File: src/rtl/adder_meas_seq.sv
// adder_meas_seq: Wishbone-controlled measurement sequencer for the instrumented
// adder. Software loads A/B/PERIOD and writes start; the block applies the
// operands, waits for the adder to settle, gates the ring counter for PERIOD
// clocks, lets the ring domain quiesce and captures the count into RESULT.
//
// Optional build macro: ADDER_MEAS_CONTINUOUS_EN (CTRL.cont repeats rounds).
//
// Ports:
//   wb_clk_i, wb_rst_ni            clock, asynchronous active-low reset
//   wbs_stb_i/cyc_i/we_i/sel_i     Wishbone slave request (sel ignored)
//   wbs_adr_i, wbs_dat_i           address / write data
//   wbs_ack_o, wbs_dat_o           single-cycle ack / read data
//   adder_a, adder_b               operands driven to the adder
//   ring_en, cnt_clr, cnt_en       ring oscillator enable, counter clear, gate
//   ring_count                     ring counter value
//   busy                           sequence in progress
//
// Register map (offset): 0x00 CTRL (bit0 start, bit1 cont), 0x04 A, 0x08 B,
// 0x0C PERIOD, 0x10 RESULT (RO), 0x14 STATUS (RO: bit0 busy, bit1 done).
module adder_meas_seq #(
  parameter logic [31:0] BASE_ADDR  = 32'h3000_0000,
  parameter int unsigned ADDER_W    = 32,
  parameter int unsigned COUNT_W    = 32,
  parameter int unsigned SETTLE_CYC = 4,
  parameter int unsigned SYNC_CYC   = 3
) (
  input  logic               wb_clk_i,
  input  logic               wb_rst_ni,
  input  logic               wbs_stb_i,
  input  logic               wbs_cyc_i,
  input  logic               wbs_we_i,
  input  logic [3:0]         wbs_sel_i,
  input  logic [31:0]        wbs_adr_i,
  input  logic [31:0]        wbs_dat_i,
  output logic               wbs_ack_o,
  output logic [31:0]        wbs_dat_o,
  output logic [ADDER_W-1:0] adder_a,
  output logic [ADDER_W-1:0] adder_b,
  output logic               ring_en,
  output logic               cnt_clr,
  output logic               cnt_en,
  input  logic [COUNT_W-1:0] ring_count,
  output logic               busy
);

  localparam logic [31:0] LAST_OFF = 32'h14;

  typedef enum logic [2:0] {
    IDLE, LOAD, SETTLE, RUN, STOP, CAPTURE
  } state_t;

  state_t             state_q, state_d;
  logic [COUNT_W-1:0] cyc_q, cyc_d;
  logic [ADDER_W-1:0] a_q, b_q;
  logic [COUNT_W-1:0] period_q, result_q;
  logic               done_q;
  logic               cont;
  logic [31:0]        rdata;

  // Address decode: word-aligned offsets 0x00..0x14 from BASE_ADDR
  logic [31:0] off;
  logic        hit, req, wr, rd;
  logic [2:0]  idx;
  logic        unused_sel;

  assign unused_sel = ^wbs_sel_i;
  assign off        = wbs_adr_i - BASE_ADDR;
  assign hit        = (off <= LAST_OFF) && (off[1:0] == 2'b00);
  assign idx        = off[4:2];
  // Suppress a new request in the ack cycle so acks never come back-to-back
  assign req        = wbs_stb_i & wbs_cyc_i & hit & ~wbs_ack_o;
  assign wr         = req & wbs_we_i;
  assign rd         = req & ~wbs_we_i;

  logic idle, start_wr, rd_status;
  assign idle      = (state_q == IDLE);
  assign start_wr  = wr && (idx == 3'd0) && wbs_dat_i[0];
  assign rd_status = rd && (idx == 3'd5);

  // Software registers; operand/period writes are dropped while sequencing
  always_ff @(posedge wb_clk_i or negedge wb_rst_ni) begin
    if (!wb_rst_ni) begin
      a_q      <= '0;
      b_q      <= '0;
      period_q <= '0;
      result_q <= '0;
      done_q   <= 1'b0;
    end else begin
      if (wr && idle && idx == 3'd1) a_q      <= ADDER_W'(wbs_dat_i);
      if (wr && idle && idx == 3'd2) b_q      <= ADDER_W'(wbs_dat_i);
      if (wr && idle && idx == 3'd3) period_q <= COUNT_W'(wbs_dat_i);
      if (state_q == CAPTURE) result_q <= ring_count;
      // A capture in the same cycle as a STATUS read keeps done set
      if (state_q == CAPTURE) done_q <= 1'b1;
      else if (rd_status)     done_q <= 1'b0;
    end
  end

`ifdef ADDER_MEAS_CONTINUOUS_EN
  // cont stays writable while busy so software can end a continuous run
  always_ff @(posedge wb_clk_i or negedge wb_rst_ni) begin
    if (!wb_rst_ni)               cont <= 1'b0;
    else if (wr && idx == 3'd0)   cont <= wbs_dat_i[1];
  end
`else
  assign cont = 1'b0;
`endif

  // Read mux
  always_comb begin
    rdata = '0;
    case (idx)
      3'd0:    rdata = {30'd0, cont, 1'b0};
      3'd1:    rdata = 32'(a_q);
      3'd2:    rdata = 32'(b_q);
      3'd3:    rdata = 32'(period_q);
      3'd4:    rdata = 32'(result_q);
      3'd5:    rdata = {30'd0, done_q, busy};
      default: rdata = '0;
    endcase
  end

  // Next-state logic; cyc_q counts down the remaining clocks of timed states
  always_comb begin
    state_d = state_q;
    cyc_d   = cyc_q;
    case (state_q)
      IDLE: begin
        if (start_wr) state_d = LOAD;
      end
      LOAD: begin
        state_d = SETTLE;
        cyc_d   = COUNT_W'(SETTLE_CYC - 1);
      end
      SETTLE: begin
        if (cyc_q == '0) begin
          state_d = RUN;
          // PERIOD=0 still opens the gate for one clock
          cyc_d   = (period_q == '0) ? '0 : period_q - COUNT_W'(1);
        end else begin
          cyc_d = cyc_q - COUNT_W'(1);
        end
      end
      RUN: begin
        if (cyc_q == '0) begin
          state_d = STOP;
          cyc_d   = COUNT_W'(SYNC_CYC - 1);
        end else begin
          cyc_d = cyc_q - COUNT_W'(1);
        end
      end
      STOP: begin
        if (cyc_q == '0) state_d = CAPTURE;
        else             cyc_d   = cyc_q - COUNT_W'(1);
      end
      CAPTURE: begin
        state_d = cont ? LOAD : IDLE;
      end
      default: state_d = IDLE;
    endcase
  end

  // State register and registered outputs decoded from the next state
  always_ff @(posedge wb_clk_i or negedge wb_rst_ni) begin
    if (!wb_rst_ni) begin
      state_q   <= IDLE;
      cyc_q     <= '0;
      wbs_ack_o <= 1'b0;
      wbs_dat_o <= '0;
      adder_a   <= '0;
      adder_b   <= '0;
      ring_en   <= 1'b0;
      cnt_clr   <= 1'b0;
      cnt_en    <= 1'b0;
      busy      <= 1'b0;
    end else begin
      state_q   <= state_d;
      cyc_q     <= cyc_d;
      wbs_ack_o <= req;
      wbs_dat_o <= rd ? rdata : '0;
      cnt_clr   <= (state_d == LOAD);
      ring_en   <= (state_d == LOAD) || (state_d == SETTLE) || (state_d == RUN);
      cnt_en    <= (state_d == RUN);
      busy      <= (state_d != IDLE);
      if (state_d == LOAD) begin
        adder_a <= a_q;
        adder_b <= b_q;
      end
    end
  end

endmodule
File: config.mk
export PLATFORM = sky130hd
export DESIGN_NAME = adder_meas_seq
export DESIGN_NICKNAME = d
export VERILOG_FILES = /design/src/rtl/adder_meas_seq.sv
export SDC_FILE = /design/constraint.sdc
export NUM_CORES = 1
export LEC_CHECK = 0
export BUFFER_PORTS_ARGS = -buffer_cell sky130_fd_sc_hd__buf_2
export CAP_MARGIN = 20
export CORE_AREA = 5 5 201 164
export DETAILED_ROUTE_END_ITERATION = 8
export DIE_AREA = 0 0 206 169
export PLACE_DENSITY_LB_ADDON = 0.12
export SLEW_MARGIN = 20
export SYNTH_ARGS = -nofsm -noshare
export SYNTH_HDL_FRONTEND = slang
export SYNTH_SLANG_ARGS = --single-unit
File: constraint.sdc
create_clock -name wb_clk_i -period 3 [get_ports wb_clk_i]
set_clock_uncertainty 0.05 [all_clocks]
set_input_delay 0.6 -clock wb_clk_i [delete_from_list [all_inputs] [get_ports wb_clk_i]]
set_output_delay 0.6 -clock wb_clk_i [all_outputs]
set_load 0.02 [all_outputs]
==> metrics, run 1 <==
root buf cell=clkbuf_16; number of flops mapped to enable cells by yosys=0; status=completed; Post-Layout Cell Count=1670; Crit Path Max Fanout=7; share of layout cells above drive strength 1=41.9%; setup TNS=0 ns; pwr dens=494 mW/mm^2; dpl hpwl=25300 um; Max VDD drop=0.395 mV; post-synthesis cell type count=66; Cell Area, Synth=0.0121 mm^2; highest achievable clock rate=353 MHz; # rows=58; vias in the first global route=9466; Power Internal=5.75 mW; gr ovfl total=0; number of synthesized register bits=265; Via-to-Cell Ratio=5.43; RR Startpoint=period_q[15]; placed inst area=0.0140 mm^2; Final #Nets=1338; asr flop ratio synth=100%; Hold Crit Class=in2reg; pin count of the biggest net entering global routing=89; post-synth top area share=55.0%; Period minus WS final=2.83 ns; H-tree levels=1; ranking of synthesized cells by area=dfrtp_1 55%, mux2_2 18%, a22oi_1 4.1%; arrival time at the worst endpoint=3.30 ns; final worst-path cycle share=94.4%; final hold vios=0; register area share after synthesis=55.0%; Net Switching=1.65 mW; most instantiated library cell after synthesis=dfrtp_1; Filler cells=2887; crit start category=flip-flop; sequential cell area=0.00663 mm^2; maximum clock insertion buffer count=3; area of the multi-input gates=0.00518 mm^2; Yosys warning count=0; leading cell types by count after synthesis=265 x dfrtp_1, 194 x mux2_2, 66 x a22oi_1, 48 x a21oi_1, 45 x nand2_1; syn_area_per_cell=12.2 um^2; measured slew at the worst slew-check pin=0.973 ns; slew margin rel.=34.9%; DRC violations left=0; Core ar.=0.0308 mm^2; Final ANT Viol Nets=0; Net Sw Frac=22.3%; Crit Path Class=reg2reg; gr usage total=20.8%; drt initial violations=505; first-pass GRT wire length=56500 um; post-route design area=0.0150 mm^2; RSZ-0062 raised after global routing=false; Synth area leader=dfrtp_1; post-synth net total=1100; Top Ports=206; placed insts=1619; antenna cell count=0; Worst EP required=3.46 ns; clock tree sinks=265; max_cap viols=0; DRT Wirelength=36000 um; die area=0.0348 mm^2; initial antenna violation count=2; r2r setup slk=0.17 ns; TritonCTS buffer count=28; LEAKAGE=7.55 nW; final-report max-slew violation count=0; leading register cell type out of synthesis=dfrtp_1; combinational power share=3.7%; CTS tree=done; Clock Power Share=47.5%; Seq pwr share=48.8%; CP Launch Point=period_q[15]; post-DR wirelength/cell=21.6 um; CTS clk-pin slew, worst paths=0.07 ns; Core Util, Final=48.5%; input/output buffers=201; final worst hold slack=0.211 ns; Post-Synthesis Cells=992; width of the die=206 um; later-pin clock latency in the skew report=0.57 ns; Layout area overhead=24.0%; hold path start=ring_count[14]; router iterations before antenna repair=5; Worst setup EP type=flip-flop; Starting Density=39.1%; Final Setup Violations=0; Placer Congestion=0.875; die outline height=169 um; via count=9060
## sequential cells by signal, indices dropped and copies added (netlist names)
signal	count
a_q	32
adder_a	32
adder_b	32
b_q	32
busy	1
cnt_clr	1
cnt_en	1
cyc_q	32
done_q	1
period_q	32
result_q	32
ring_en	1
state_q	3
wbs_ack_o	1
wbs_dat_o	32
## kinds of logic after synthesis
group / after synthesis / synth area share, %
xor+xnor: 31 / 2.25
fa+ha+maj: 3 / 0.311
compound gates: 204 / 11.4
buf+inv: 68 / 2.47
simple gates: 223 / 10.1
mux: 198 / 18.4
flops: 265 / 55.0
## worst max-delay path, cell delays in order, from the launching register on
cell and delay, ns:
dfrtp_1 0.44, or4_4 0.53, or4_1 0.61, buf_4 0.22
or3_1 0.34, a211oi_1 0.30, o211a_1 0.17, o21a_1 0.10
## cell type report
type / count / share of cell area [%]
repair buffers: 265 / 11.0
clock buffers: 42 / 5.44
multi-input cells: 659 / 34.6
inverters: 11 / 0.276
clock inverters: 8 / 0.786
flip-flops and latches: 265 / 44.3
well taps: 420 / 3.51
## power by group through the flow
stage	Combinational (mW)	Clock, mW	Sequential [mW]
6_report	0.276	3.51	3.61
5_1_grt	0.308	3.77	3.61
4_1_cts	0.284	3.61	3.61
3_5_place_dp	0.282	0	3.67
3_3_place_gp	0.281	0	3.67
2_1_floorplan	0.0707	0	3.67
## cells in the final DEF, fill, tap and decap left out, drive strengths merged, types with 4 or more instances in the layout
| cell type | Yosys | routed |
|---|---|---|
| mux2 | 194 | 194 |
| nand3 | 16 | 16 |
| nand2b | 6 | 6 |
| dfrtp | 265 | 265 |
| nor4 | 23 | 23 |
| o311ai | 5 | 5 |
| a211oi | 6 | 6 |
| nand4 | 12 | 12 |
| or4 | 11 | 11 |
| xnor2 | 15 | 15 |
| clkbuf | 32 | 42 |
| nor3 | 27 | 27 |
| inv | 11 | 11 |
| o22ai | 4 | 4 |
| nor2b | 8 | 8 |
| or2 | 5 | 5 |
| nand2 | 45 | 45 |
| a31oi | 6 | 6 |
| nor4b | 5 | 5 |
| a21oi | 50 | 50 |
| xor2 | 16 | 16 |
| o21ai | 28 | 28 |
| mux2i | 4 | 4 |
| o31ai | 4 | 4 |
| a22oi | 66 | 66 |
| clkinv | 0 | 5 |
| nor2 | 39 | 39 |
| buf | 25 | 264 |
| or3 | 11 | 11 |
| o211ai | 13 | 13 |
## per-layer routing
metal	global-route usage, %	part of all wire, %	vias up
met3	4.23	6.2	53
met5	0	0.039	-
met2	31.8	44	257
li1	-	-	4178
met1	30.2	47	4568
met4	5.81	2.9	4
## path summary, 6_finish.rpt
kind | cells past startpoint | to
worst max-delay path | 7 | cyc_q[22]
worst min-delay path | 2 | result_q[14]
worst max register to register | 7 | cyc_q[22]
worst min register to register | 1 | adder_a[29]
max in group asynchronous | 3 | adder_a[18]
min in group asynchronous | 2 | adder_b[26]
## stage by stage
stage	power (mW)	setup WS (ns)
after floorplan	3.74	0.215
after global placement	3.95	0.133
after detailed placement	3.96	0.0761
after CTS	7.50	0.0233
after global routing	7.69	0.0148
final	7.39	0.167
## repair_timing
| item | in CTS | in global routing |
|---|---|---|
| hold buffers | 1 | 0 |
| endpoints found under the hold margin | 54 | 0 |
| gates resized for setup | 0 | 1 |
| endpoints found under the setup margin | 0 | 2 |
| buffers inserted | 0 | 0 |
No activity file was read; power rests on OpenSTA's default activity.
==> run 2, diff against run 1 <==
--- a/config.mk
+++ b/config.mk
@@ -7,9 +7,9 @@
 export LEC_CHECK = 0
 export BUFFER_PORTS_ARGS = -buffer_cell sky130_fd_sc_hd__buf_2
 export CAP_MARGIN = 20
-export CORE_AREA = 5 5 201 164
+export CORE_AREA = 5 5 180 182
 export DETAILED_ROUTE_END_ITERATION = 8
-export DIE_AREA = 0 0 206 169
+export DIE_AREA = 0 0 185 187
 export PLACE_DENSITY_LB_ADDON = 0.12
 export SLEW_MARGIN = 20
 export SYNTH_ARGS = -nofsm -noshare
==> metrics, run 2 (synthesis gave the netlist of run 1 again) <==
setup TNS=0 ns (unchanged); clock tree sinks=265 (unchanged); Core Util, Final=49.2% (was 48.5%); status=completed (unchanged); Max VDD drop=0.385 mV (was 0.395 mV); Net Sw Frac=22.1% (was 22.3%); Final Setup Violations=0 (unchanged); Power Internal=5.80 mW (was 5.75 mW); first-pass GRT wire length=55700 um (was 56500 um); Via-to-Cell Ratio=5.51 (was 5.43); combinational power share=3.7% (about the same); highest achievable clock rate=345 MHz (was 353 MHz); final worst hold slack=0.214 ns (was 0.211 ns); TritonCTS buffer count=30 (was 28); input/output buffers=201 (unchanged); Core ar.=0.0304 mm^2 (was 0.0308 mm^2); Post-Layout Cell Count=1653 (was 1670); worst-path cell chain=or4_4, or4_1, nor4_4, buf_4, or2b_1, nor3_1, a221o_1 (was or4_4, or4_1, buf_4, or3_1, a211oi_1, o211a_1, o21a_1); H-tree levels=1 (unchanged); Seq pwr share=48.5% (was 48.8%); crit start category=flip-flop (unchanged); later-pin clock latency in the skew report=0.57 ns (about the same); Crit Path Class=reg2reg (unchanged); Top Ports=206 (unchanged); Layout area overhead=24.1% (was 24.0%); final worst-path cycle share=96.8% (was 94.4%); Clock Power Share=47.8% (was 47.5%); Crit Path Max Fanout=17 (was 7); router iterations before antenna repair=5 (unchanged); Worst setup EP type=flip-flop (unchanged); Crit-path slowest cell=or4_1 (unchanged); Net Switching=1.64 mW (was 1.65 mW); CP bufs+invs=1 (unchanged); post-cts gate resize count=0 (unchanged); via count=9115 (was 9060); width of the die=185 um (was 206 um); RSZ-0062 raised after global routing=false (unchanged); max_cap viols=0 (unchanged); Design Power=7.44 mW (was 7.39 mW); most frequent cells in the layout=265 x dfrtp_1, 200 x buf_2, 194 x mux2_2 (unchanged); sequential cell area=0.00663 mm^2 (unchanged); DRT Wirelength=34800 um (was 36000 um); worst stage delay on the critical path=0.62 ns (was 0.61 ns); post-DR wirelength/cell=21.1 um (was 21.6 um); die outline height=187 um (was 169 um); Period minus WS final=2.90 ns (was 2.83 ns); dpl hpwl=25000 um (was 25300 um); final hold vios=0 (unchanged); share of layout cells above drive strength 1=42.3% (was 41.9%); measured slew at the worst slew-check pin=0.958 ns (was 0.973 ns); Filler cells=2813 (was 2887); placed insts=1598 (was 1619); highest metal used=met5 (unchanged); Final #Nets=1343 (was 1338); vias in the first global route=9537 (was 9466); area of the multi-input gates=0.00517 mm^2 (was 0.00518 mm^2); met3 WL=1790 um (was 2240 um); DRC violations left=0 (unchanged); Hold Crit Class=in2reg (unchanged); root buf cell=clkbuf_16 (unchanged); Worst EP required=3.38 ns (was 3.46 ns); Final ANT Viol Nets=0 (unchanged); die area=0.0346 mm^2 (was 0.0348 mm^2); LEAKAGE=7.58 nW (was 7.55 nW); initial antenna violation count=6 (was 2); CTS tree=done (unchanged); gr usage total=20.0% (was 20.8%); family with the most delay on the worst path=simple AND/OR/NAND/NOR gates (unchanged); maximum clock insertion buffer count=3 (unchanged); drt initial violations=514 (was 505); postcts setup bufs=0 (unchanged); commonest non-fill, non-tap cell in the layout=dfrtp_1 (unchanged); # rows=64 (was 58); arrival time at the worst endpoint=3.28 ns (was 3.30 ns); Starting Density=39.6% (was 39.1%); Metal-1 WL=15800 um (was 16900 um); CTS clk-pin slew, worst paths=0.06 ns (was 0.07 ns); final-report max-slew violation count=0 (unchanged); routed wl met2=16700 um (was 15900 um); Placer Congestion=0.853 (was 0.875); pin count of the biggest net entering global routing=80 (was 89); gr ovfl total=0 (unchanged); slew margin rel.=35.9% (was 34.9%); pwr dens=497 mW/mm^2 (was 494 mW/mm^2)
run 2: power by group through the flow:
stage	sequential [mW]	combinational, mW	clock [mW]
finish	3.61	0.274	3.56
global route	3.61	0.309	3.81
CTS	3.61	0.284	3.65
detailed placement	3.67	0.281	0
global placement	3.67	0.280	0
floorplan	3.67	0.0707	0
run 2: final timing paths:
kind | cells after the start | end | start | slack (ns)
worst max-delay path | 7 | cyc_q[13] | period_q[15] | 0.1
worst min-delay path | 2 | result_q[0] | ring_count[0] | 0.21
worst max register to register | 7 | cyc_q[13] | period_q[15] | 0.1
worst min register to register | 1 | adder_b[26] | adder_b[26] | 0.45
max in group asynchronous | 3 | result_q[27] | wb_rst_ni | 1.50
min in group asynchronous | 2 | period_q[7] | wb_rst_ni | 0.58
run 2: through the flow:
step / instance area [um^2] / worst slack, ns
floorplan: 12100 / 0.215
global placement: 14000 / 0.167
detailed placement: 14000 / 0.137
CTS: 15000 / 0.113
global route: 15000 / 0.0302
finish: 15000 / 0.0974
run 2: per-layer routing:
layer	vias to the layer above	track usage [%]
met5	-	0
met4	10	3.30
met3	46	4.16
met2	199	32.1
met1	4660	28.7
li1	4200	-
run 2: area by class of cell:
cell class	count	share of cell area (%)
diodes	1	0.0167
inverters	11	0.276
well taps	396	3.31
clock inverters	10	0.669
clock buffers	43	5.81
repair buffers	268	11.0
multi-input cells	659	34.6
flip-flops and latches	265	44.3
run 2: worst register-to-register path, delay by kind of cell (launching register included):
kind,cells,cell delay (ns)
AO/OA/AOI/OAI,1,0.26
buffers and inverters,1,0.28
flip-flops,1,0.43
AND/OR/NAND/NOR,5,1.74
run 2: timing repair:
action                                  in CTS  in global routing
endpoints found under the setup margin       0                  0
hold buffers                                 1                  0
hold endpoints to repair                    62                  0
==> run 3, diff against run 2 <==
--- a/config.mk
+++ b/config.mk
@@ -7,9 +7,9 @@
 export LEC_CHECK = 0
 export BUFFER_PORTS_ARGS = -buffer_cell sky130_fd_sc_hd__buf_2
 export CAP_MARGIN = 20
-export CORE_AREA = 5 5 180 182
+export CORE_AREA = 2 2 177 179
 export DETAILED_ROUTE_END_ITERATION = 8
-export DIE_AREA = 0 0 185 187
+export DIE_AREA = 0 0 179 181
 export PLACE_DENSITY_LB_ADDON = 0.12
 export SLEW_MARGIN = 20
 export SYNTH_ARGS = -nofsm -noshare
==> metrics, run 3 (synthesis gave the netlist of run 1 again) <==
status=completed (unchanged); Placer Congestion=0.871 (was 0.853); Post-Layout Cell Count=1657 (was 1653); Layout area overhead=24.5% (was 24.1%); width of the die=179 um (was 185 um); post-DR wirelength/cell=20.8 um (was 21.1 um); H-tree levels=1 (unchanged); final worst-path cycle share=93.0% (was 96.8%); Crit Path Class=reg2reg (unchanged); dpl hpwl=24500 um (was 25000 um); Clock Power Share=49.9% (was 47.8%); share of layout cells above drive strength 1=42.4% (was 42.3%); commonest non-fill, non-tap cell in the layout=dfrtp_1 (unchanged); measured slew at the worst slew-check pin=1.02 ns (was 0.958 ns); Top Ports=206 (unchanged); CTS clk-pin slew, worst paths=0.06 ns (about the same); later-pin clock latency in the skew report=0.55 ns (was 0.57 ns); Starting Density=39.7% (was 39.6%); gr ovfl total=0 (unchanged); maximum clock insertion buffer count=3 (unchanged); family with the most delay on the worst path=simple AND/OR/NAND/NOR gates (unchanged); placed insts=1598 (unchanged); LEAKAGE=7.60 nW (was 7.58 nW); pwr dens=516 mW/mm^2 (was 497 mW/mm^2); vias in the first global route=9275 (was 9537); Power Internal=6.08 mW (was 5.80 mW); Net Switching=1.67 mW (was 1.64 mW); Worst EP required=3.42 ns (was 3.38 ns); max_cap viols=0 (unchanged); Hold Crit Class=in2async (was in2reg); Net Sw Frac=21.5% (was 22.1%); gr usage total=21.5% (was 20.0%); post-cts gate resize count=0 (unchanged); Core ar.=0.0303 mm^2 (was 0.0304 mm^2); Period minus WS final=2.79 ns (was 2.90 ns); initial antenna violation count=7 (was 6); placed inst area=0.0139 mm^2 (was 0.0140 mm^2); Filler cells=2773 (was 2813); CTS tree=done (unchanged); clock tree sinks=265 (unchanged); Seq pwr share=46.5% (was 48.5%); slew margin rel.=31.5% (was 35.9%); via count=8981 (was 9115); worst-path cell chain=or4_1, or4b_4, or3_4, a21oi_2, buf_12, a21oi_1, o221ai_1 (was or4_4, or4_1, nor4_4, buf_4, or2b_1, nor3_1, a221o_1); CP bufs+invs=1 (unchanged); most frequent cells in the layout=265 x dfrtp_1, 200 x buf_2, 194 x mux2_2 (unchanged); DRT Wirelength=34400 um (was 34800 um); post-route design area=0.0150 mm^2 (about the same); Crit Path Max Fanout=24 (was 17); # hold bufs at CTS=0 (was 1); combinational power share=3.5% (was 3.7%); die outline height=181 um (was 187 um); final-report max-slew violation count=0 (unchanged); Final ANT Viol Nets=0 (unchanged); Via-to-Cell Ratio=5.42 (was 5.51); r2r setup slk=0.21 ns (was 0.1 ns); final hold vios=0 (unchanged); highest achievable clock rate=359 MHz (was 345 MHz); TritonCTS buffer count=30 (unchanged); Crit-path slowest cell=or4_1 (unchanged); Worst setup EP type=flip-flop (unchanged); Final #Nets=1342 (was 1343); first-pass GRT wire length=54400 um (was 55700 um); postcts setup bufs=0 (unchanged); input/output buffers=201 (unchanged); Design Power=7.75 mW (was 7.44 mW); Max VDD drop=0.323 mV (was 0.385 mV); Final Setup Violations=0 (unchanged); setup TNS=0 ns (unchanged); worst stage delay on the critical path=0.57 ns (was 0.62 ns); crit start category=flip-flop (unchanged); RSZ-0062 raised after global routing=false (unchanged); router iterations before antenna repair=4 (was 5); DRC violations left=0 (unchanged); arrival time at the worst endpoint=3.21 ns (was 3.28 ns); pin count of the biggest net entering global routing=92 (was 80); root buf cell=clkbuf_16 (unchanged); drt initial violations=441 (was 514); # rows=64 (unchanged); die area=0.0324 mm^2 (was 0.0346 mm^2)
==> run 3: cell types whose count changed in the layout (fill, tap and decap cells not counted), sizes merged <==
cell,before,now
dlygate4sd3,1,0
clkinv,9,4
clkbuf,43,46
diode,1,4
clkinvlp,0,2
bufinv,1,3
==> run 3: metal layers <==
layer  global-route usage, %  part of all wire, %
met5                       0                 0.11
met4                    4.36                  1.7
met3                    4.44                  5.1
met2                    34.6                   48
met1                    30.0                   45
==> run 3: cell type report <==
class / count / area (um^2) / share of cell area (%)
flip-flops and latches: 265 / 6630 / 44.2
multi-input cells: 659 / 5170 / 34.4
repair buffers: 267 / 1610 / 10.7
clock buffers: 46 / 932 / 6.21
well taps: 396 / 495 / 3.30
clock inverters: 9 / 125 / 0.833
inverters: 11 / 41.3 / 0.275
diodes: 4 / 10.0 / 0.0667
==> run 3: path summary, 6_finish.rpt <==
kind | from | endpoint | cells after the start
setup / recovery | cyc_q[20] | cyc_q[3] | 7
hold / removal | wb_rst_ni | cyc_q[7] | 1
setup reg to reg | cyc_q[20] | cyc_q[3] | 7
hold reg to reg | adder_a[21] | adder_a[21] | 1
max in group asynchronous | wb_rst_ni | adder_b[29] | 2
min in group wb_clk_i | ring_count[19] | result_q[19] | 2
==> run 3: power groups by stage <==
stage               Clock, mW  Combinational, mW  Sequential (mW)
finish                   3.87              0.274             3.61
floorplan                   0             0.0707             3.67
global placement            0              0.279             3.67
global route             4.10              0.306             3.61
detailed placement          0              0.282             3.67
CTS                      3.94              0.283             3.61
==> run 3: metrics by stage <==
step | setup slack (ns) | utilization (%) | hold WS (ns)
2_1_floorplan | 0.215 | - | 0.254
3_3_place_gp | 0.240 | 46.0 | 0.435
3_5_place_dp | 0.218 | 46.0 | 0.437
4_1_cts | 0.217 | 49.4 | 0.0674
5_1_grt | 0.0872 | 49.5 | 0.0867
6_report | 0.211 | 49.5 | 0.0420
